<file path="src/rtl/ad7655_emulator.sv">
`timescale 1ns/1ps
// ---------------------------------------------------------------------------
// ad7655_emulator
//
// Synthesizable stand-in for the AD7655 dual-channel ADC. It answers the
// FPGA-side driver's conversion-start and read strobes the same way the real
// converter does. Each accepted start converts channel A and then channel B
// of the selected pair. n_BUSY is held low for the whole sequence, n_EOC is
// pulsed low once per channel, and results are returned on ADC_DATA.
//
// Parameters:
//   CONV_CYCLES  clocks per channel conversion (>= 1)
//   EOC_CYCLES   clocks n_EOC is held low per channel (>= 2)
//
// Optional build macro:
//   AD7655_EMU_RAMP_EN  samples come from four internal ramp counters instead
//                       of the INA1..INB2 ports.
//
// Ports:
//   Clk_100M        system clock, rising edge
//   n_RST           asynchronous active-low reset
//   n_CNVST         conversion start, falling edge, asynchronous input
//   A0              pair select, sampled when a start is accepted
//   AB_n            read select: 1 = channel A result, 0 = channel B result
//   n_CS, n_RD      chip select / read enable, active low
//   INA1..INB2      16-bit sample values
//   n_BUSY          low while a conversion sequence is running
//   n_EOC           low pulse per completed channel
//   ADC_DATA        registered read data
//   CNVST_IGNORED   one-clock pulse when a start edge is dropped
// ---------------------------------------------------------------------------
module ad7655_emulator #(
    parameter int CONV_CYCLES = 28,
    parameter int EOC_CYCLES  = 4
) (
    input  logic        Clk_100M,
    input  logic        n_RST,
    input  logic        n_CNVST,
    input  logic        A0,
    input  logic        AB_n,
    input  logic        n_CS,
    input  logic        n_RD,
    input  logic [15:0] INA1,
    input  logic [15:0] INB1,
    input  logic [15:0] INA2,
    input  logic [15:0] INB2,
    output logic        n_BUSY,
    output logic        n_EOC,
    output logic [15:0] ADC_DATA,
    output logic        CNVST_IGNORED
);

    localparam int MAX_CYCLES = (CONV_CYCLES > EOC_CYCLES) ? CONV_CYCLES : EOC_CYCLES;
    localparam int CNT_W      = (MAX_CYCLES > 1) ? $clog2(MAX_CYCLES + 1) : 1;

    localparam logic [CNT_W-1:0] CONV_LAST = CNT_W'(CONV_CYCLES - 1);
    localparam logic [CNT_W-1:0] EOC_LAST  = CNT_W'(EOC_CYCLES - 1);

    typedef enum logic [2:0] {
        IDLE   = 3'd0,
        CONV_A = 3'd1,
        EOC_A  = 3'd2,
        CONV_B = 3'd3,
        EOC_B  = 3'd4
    } state_t;

    state_t           state_r;
    state_t           state_next_s;
    logic [CNT_W-1:0] cnt_r;

    logic             cnvst_sync1_r;
    logic             cnvst_sync2_r;
    logic             start_edge_s;

    logic             capture_s;
    logic             load_a_s;
    logic             load_b_s;
    logic             ignore_s;

    logic [15:0]      sample_a_s;
    logic [15:0]      sample_b_s;
    logic [15:0]      hold_a_r;
    logic [15:0]      hold_b_r;
    logic [15:0]      res_a_r;
    logic [15:0]      res_b_r;

    logic             n_busy_r;
    logic             n_eoc_r;
    logic [15:0]      adc_data_r;
    logic             cnvst_ignored_r;

    // Two-flop synchronizer for the asynchronous start strobe. The flops reset
    // low, so an n_CNVST already held low when reset is released reads as
    // "was low, still low" and never as a falling edge.
    always_ff @(posedge Clk_100M or negedge n_RST) begin
        if (!n_RST) begin
            cnvst_sync1_r <= 1'b0;
            cnvst_sync2_r <= 1'b0;
        end else begin
            cnvst_sync1_r <= n_CNVST;
            cnvst_sync2_r <= cnvst_sync1_r;
        end
    end

    assign start_edge_s = cnvst_sync2_r & ~cnvst_sync1_r;

`ifdef AD7655_EMU_RAMP_EN
    logic [15:0] ramp_a1_r;
    logic [15:0] ramp_b1_r;
    logic [15:0] ramp_a2_r;
    logic [15:0] ramp_b2_r;

    // Ramp sources: the counters of the pair being captured advance by one,
    // so successive conversions on one pair read consecutive values.
    always_ff @(posedge Clk_100M or negedge n_RST) begin
        if (!n_RST) begin
            ramp_a1_r <= 16'h0000;
            ramp_b1_r <= 16'h4000;
            ramp_a2_r <= 16'h8000;
            ramp_b2_r <= 16'hC000;
        end else if (capture_s) begin
            if (A0) begin
                ramp_a2_r <= ramp_a2_r + 16'd1;
                ramp_b2_r <= ramp_b2_r + 16'd1;
            end else begin
                ramp_a1_r <= ramp_a1_r + 16'd1;
                ramp_b1_r <= ramp_b1_r + 16'd1;
            end
        end else begin
            ramp_a1_r <= ramp_a1_r;
            ramp_b1_r <= ramp_b1_r;
            ramp_a2_r <= ramp_a2_r;
            ramp_b2_r <= ramp_b2_r;
        end
    end

    // Sample selection from the ramp counters.
    always_comb begin
        sample_a_s = ramp_a1_r;
        sample_b_s = ramp_b1_r;
        if (A0) begin
            sample_a_s = ramp_a2_r;
            sample_b_s = ramp_b2_r;
        end else begin
            sample_a_s = ramp_a1_r;
            sample_b_s = ramp_b1_r;
        end
    end
`else
    // Sample selection from the input ports.
    always_comb begin
        sample_a_s = INA1;
        sample_b_s = INB1;
        if (A0) begin
            sample_a_s = INA2;
            sample_b_s = INB2;
        end else begin
            sample_a_s = INA1;
            sample_b_s = INB1;
        end
    end
`endif

    // State register and per-state cycle counter. The counter restarts at
    // zero on every state change, and is held at zero while idle.
    always_ff @(posedge Clk_100M or negedge n_RST) begin
        if (!n_RST) begin
            state_r <= IDLE;
            cnt_r   <= '0;
        end else begin
            state_r <= state_next_s;
            if ((state_next_s != state_r) || (state_r == IDLE)) begin
                cnt_r <= '0;
            end else begin
                cnt_r <= cnt_r + {{(CNT_W-1){1'b0}}, 1'b1};
            end
        end
    end

    // Next-state logic and the one-cycle strobes that move data around.
    always_comb begin
        state_next_s = state_r;
        capture_s    = 1'b0;
        load_a_s     = 1'b0;
        load_b_s     = 1'b0;
        // Only IDLE may accept a start. Anything seen elsewhere, including
        // the last EOC_B cycle, is dropped and never queued.
        ignore_s     = start_edge_s && (state_r != IDLE);
        case (state_r)
            IDLE: begin
                if (start_edge_s) begin
                    state_next_s = CONV_A;
                    capture_s    = 1'b1;
                end else begin
                    state_next_s = IDLE;
                end
            end
            CONV_A: begin
                if (cnt_r == CONV_LAST) begin
                    state_next_s = EOC_A;
                    load_a_s     = 1'b1;
                end else begin
                    state_next_s = CONV_A;
                end
            end
            EOC_A: begin
                if (cnt_r == EOC_LAST) begin
                    state_next_s = CONV_B;
                end else begin
                    state_next_s = EOC_A;
                end
            end
            CONV_B: begin
                if (cnt_r == CONV_LAST) begin
                    state_next_s = EOC_B;
                    load_b_s     = 1'b1;
                end else begin
                    state_next_s = CONV_B;
                end
            end
            EOC_B: begin
                if (cnt_r == EOC_LAST) begin
                    state_next_s = IDLE;
                end else begin
                    state_next_s = EOC_B;
                end
            end
            default: begin
                state_next_s = IDLE;
            end
        endcase
    end

    // Hold registers are written when a start is accepted. A0 takes effect
    // only here, so later changes to A0 or the sample inputs cannot disturb
    // the conversion.
    always_ff @(posedge Clk_100M or negedge n_RST) begin
        if (!n_RST) begin
            hold_a_r <= 16'h0000;
            hold_b_r <= 16'h0000;
        end else if (capture_s) begin
            hold_a_r <= sample_a_s;
            hold_b_r <= sample_b_s;
        end else begin
            hold_a_r <= hold_a_r;
            hold_b_r <= hold_b_r;
        end
    end

    // Result registers. Each one loads on the edge that enters its EOC
    // state, so it is valid in the first cycle that n_EOC is low.
    always_ff @(posedge Clk_100M or negedge n_RST) begin
        if (!n_RST) begin
            res_a_r <= 16'h0000;
            res_b_r <= 16'h0000;
        end else begin
            if (load_a_s) begin
                res_a_r <= hold_a_r;
            end else begin
                res_a_r <= res_a_r;
            end
            if (load_b_s) begin
                res_b_r <= hold_b_r;
            end else begin
                res_b_r <= res_b_r;
            end
        end
    end

    // Status outputs are decoded from the next state, so they change on the
    // same edge as the state itself.
    always_ff @(posedge Clk_100M or negedge n_RST) begin
        if (!n_RST) begin
            n_busy_r        <= 1'b1;
            n_eoc_r         <= 1'b1;
            cnvst_ignored_r <= 1'b0;
        end else begin
            n_busy_r        <= (state_next_s == IDLE);
            n_eoc_r         <= !((state_next_s == EOC_A) || (state_next_s == EOC_B));
            cnvst_ignored_r <= ignore_s;
        end
    end

    // Read port: one clock of latency from n_CS, n_RD and AB_n. The bus reads
    // zero when not selected.
    always_ff @(posedge Clk_100M or negedge n_RST) begin
        if (!n_RST) begin
            adc_data_r <= 16'h0000;
        end else if (!n_CS && !n_RD) begin
            if (AB_n) begin
                adc_data_r <= res_a_r;
            end else begin
                adc_data_r <= res_b_r;
            end
        end else begin
            adc_data_r <= 16'h0000;
        end
    end

    assign n_BUSY        = n_busy_r;
    assign n_EOC         = n_eoc_r;
    assign ADC_DATA      = adc_data_r;
    assign CNVST_IGNORED = cnvst_ignored_r;

endmodule

</file>
<file path="config.mk">
export PLATFORM = sky130hd
export DESIGN_NAME = ad7655_emulator
export DESIGN_NICKNAME = d
export VERILOG_FILES = /design/src/rtl/ad7655_emulator.sv
export SDC_FILE = /design/constraint.sdc
export NUM_CORES = 1
export LEC_CHECK = 0
export BUFFER_PORTS_ARGS = -buffer_cell sky130_fd_sc_hd__buf_4
export CORE_MARGIN = 10
export CORE_UTILIZATION = 40
export CTS_CLUSTER_DIAMETER = 60
export DETAILED_ROUTE_END_ITERATION = 10
export GPL_TIMING_DRIVEN = 0
export HOLD_SLACK_MARGIN = 0.05
export MAX_ROUTING_LAYER = met4
export SLEW_MARGIN = 15
export SYNTH_ARGS = -nofsm -noshare
export SYNTH_HDL_FRONTEND = slang
export SYNTH_SLANG_ARGS = --single-unit
</file>
<file path="constraint.sdc">
create_clock -name Clk_100M -period 2 [get_ports Clk_100M]
set_input_delay 0.2 -clock Clk_100M [delete_from_list [all_inputs] [get_ports Clk_100M]]
set_output_delay 0.2 -clock Clk_100M [all_outputs]
set_load 0.05 [all_outputs]
</file>
==> metrics.txt <==
outcome=completed; Slew Limit Fails=0; GRT overflow=0; Mean Syn Cell Area=14.42 sq um; Worst EP arrival=2.10 ns; CTS H-tree lvls=3; # diodes=0; RSZ-0062 raised after global routing=false; HPWL Detailed=6239 microns; fin crit share=0.9305; Antenna Violating Nets Remaining=0; minimum clock period=1.861 ns; Worst R2R Path Depth=5; register area share after synthesis=0.5708; Hold Path Origin=INB2[11]; crit-path cells=ha_2 -> nand3b_4 -> nor4_4 -> buf_4 -> mux2_2; Max-cap violations=0; clock tree buffer depth=2; Routed WL per cell=16.65 microns; FF-to-FF End=res_a_r[15]; starting density of the core=0.4137; count of different cell masters after synthesis=34; worst-path fanout max=9; CTS root buf=clkbuf_8; first-pass GRT wire length=14420 microns; Num CTS Buffers=9; Leakage Power=2.433 nW; worst rel slew slack=0.4324; initial antenna violation count=0; Die Y=121.0 microns; routed wire length=8777 microns; Vias=2537; Core ar.=9864 sq um; Critical R2R Launch=cnt_r[0]; Cells after Synth=283; Area growth syn-to-layout=26.39%; layout cells sized above 1=0.5685; routability cong.=0.7372; First DRT Iteration DRCs=84; worst setup margin=0.1389 ns; yosys warns=0; Final setup viols=0; P per Cell Area=1119 nW/um^2; CP Launch Type=flop; asr flop ratio synth=1.000; cell taking the most area after synthesis=dfrtp_1; Peak supply drop=0.4376 mV; Post-synth EDFFs=0; final hold violations=0; Max stage delay on crit path=0.40 ns; CTS sink cnt=93; dpl ws=-0.1783 ns; reg2reg setup slack=0.14 ns; Tightest Hold Check Type=in2reg; Yosys top cell area share=0.5579; CP Capture Type=flop; Slew @ Worst Pin=0.8514 ns; Final Skew=0.009397 ns; crit path from=cnt_r[0]; IO buf count=87; CP Class=reg2reg; largest net degree at the start of global routing=94; Critical Path RT=2.24 ns; Total GRT Usage=0.1293; slowest CP cell=dfrtp_1; number of global-route vias before repair=2843; Main synth FF type=dfrtp_1; Fmax achieved=0.5373 GHz; num rows=36; I/O pin total=90; Area contributors post-synth=dfrtp_1 56%, mux2_2 24%, mux2i_1 3.9%, mux2_4 3.3%, nor2_1 1.7%; drt pass-1 iters=4; Syn Nets=355; Die ar.=14640 sq um; CTS tree=done; drt drc=0; Worst Setup EP=res_a_r[15]; Yosys reg bits=93; final net count=461; Via density=4.814; hold slack=0.1931 ns; setup_tns=0 ns; top cells by count, synth=91 x dfrtp_1, 87 x mux2_2, 19 x nor2_1, 16 x mux2i_1, 9 x mux2_4; Clock Latency Late Sink=0.36 ns; clock edge transition at the registers on the reported setup and hold paths=0.10 ns; top-count cell post-synth=dfrtp_1; Die Wd=121.0 microns; Overall Power=5.770 mW; cell area after synthesis=4081 sq um; final core utilization=0.5230
layout make-up:
| class | instances | area [sq um] |
|---|---|---|
| Timing Repair Buffer | 95 | 721.9 |
| Clock inverter | 7 | 57.56 |
| Sequential cell | 93 | 2330 |
| Buffer | 16 | 87.58 |
| Fill cell | 876 | 4706 |
| Multi-Input combinational cell | 171 | 1660 |
| Inverter | 3 | 11.26 |
| Clock buffer | 9 | 123.9 |
| Tap cell | 133 | 166.4 |
through the flow:
stage	cells	cell area (sq um)
6_report	527	5159
5_1_grt	527	5159
4_1_cts	524	5122
3_5_place_dp	503	4901
3_3_place_gp	503	4901
2_1_floorplan	283	4081
worst min path at each step:
stage	endpoint	slack (ns)	cells after the start
2_1_floorplan	ADC_DATA[0]	-0.1	0
3_3_place_gp	cnvst_sync1_r	0.32	1
3_5_place_dp	cnvst_sync1_r	0.31	1
4_1_cts	ADC_DATA[9]	0.1	1
5_1_grt	hold_a_r[13]	0.18	3
6_report	hold_b_r[11]	0.19	3
layout by cell type, fill, tap and decap left out, types with 2 or more instances in the layout:
cell type and instances:
nor4_4 2, dlygate4sd3_1 2, buf_2 7, dfstp_2 2, buf_6 2, o22ai_1 3, o21a_1 2, clkbuf_1 3
buf_4 92, nor2_1 19, buf_1 4, inv_1 3, nor2b_1 3, clkbuf_8 9, mux2_4 9, mux2_2 87
nand3_1 3, inv_6 2, dfrtp_1 91, or2_2 2, nand2_1 2, o21ai_0 3, a211oi_1 4, xor2_1 2
a21oi_1 2, clkinvlp_4 2, mux2i_1 16
sequential cells by signal, indices dropped and copies added (netlist names):
name / flops
ADC_DATA: 16
CNVST_IGNORED: 1
cnt_r: 5
cnvst_sync1_r: 1
cnvst_sync2_r: 1
hold_a_r: 16
hold_b_r: 16
n_BUSY: 1
n_EOC: 1
res_a_r: 16
res_b_r: 16
state_r: 3
per-layer routing:
layer	track usage	vias to the layer above	routed length, microns
met1	0.1558	1260	3916
met3	0.03583	9	384
li1	-	1214	-
met2	0.2068	54	4383
met4	0.03846	0	92
met5	-	-	0
report_power, final:
group | switching, mW | internal, mW
Combinational | 0.698 | 0.941
Sequential | 0.381 | 2.59
Clock | 0.689 | 0.469
Total | 1.77 | 4.00
logic make-up after synthesis:
group           Yosys count  share of synthesized area
buf+inv                  19                    0.02421
simple gates             38                    0.05610
xor+xnor                  3                   0.006439
mux                     112                     0.3124
flops                    93                     0.5708
compound gates           17                    0.02698
fa+ha+maj                 1                   0.003065
repair_timing:
action / CTS / global route
hold buffers: 1 / 1
pin swaps: 2 / 1
buffers inserted: 4 / 2
hold endpoints to repair: 1 / 91
cloned: 0 / 0
resized for setup: 0 / 2
setup endpoints to repair: 26 / 61
worst max-delay path: cells and delay by family, from the launching register on:
family,cells,cell delay [ns]
buffers and inverters,1,0.22
muxes,1,0.34
and+or+nand+nor,2,0.52
adders and majority gates,1,0.27
DFF,1,0.40
No activity file was read; power rests on OpenSTA's default activity.
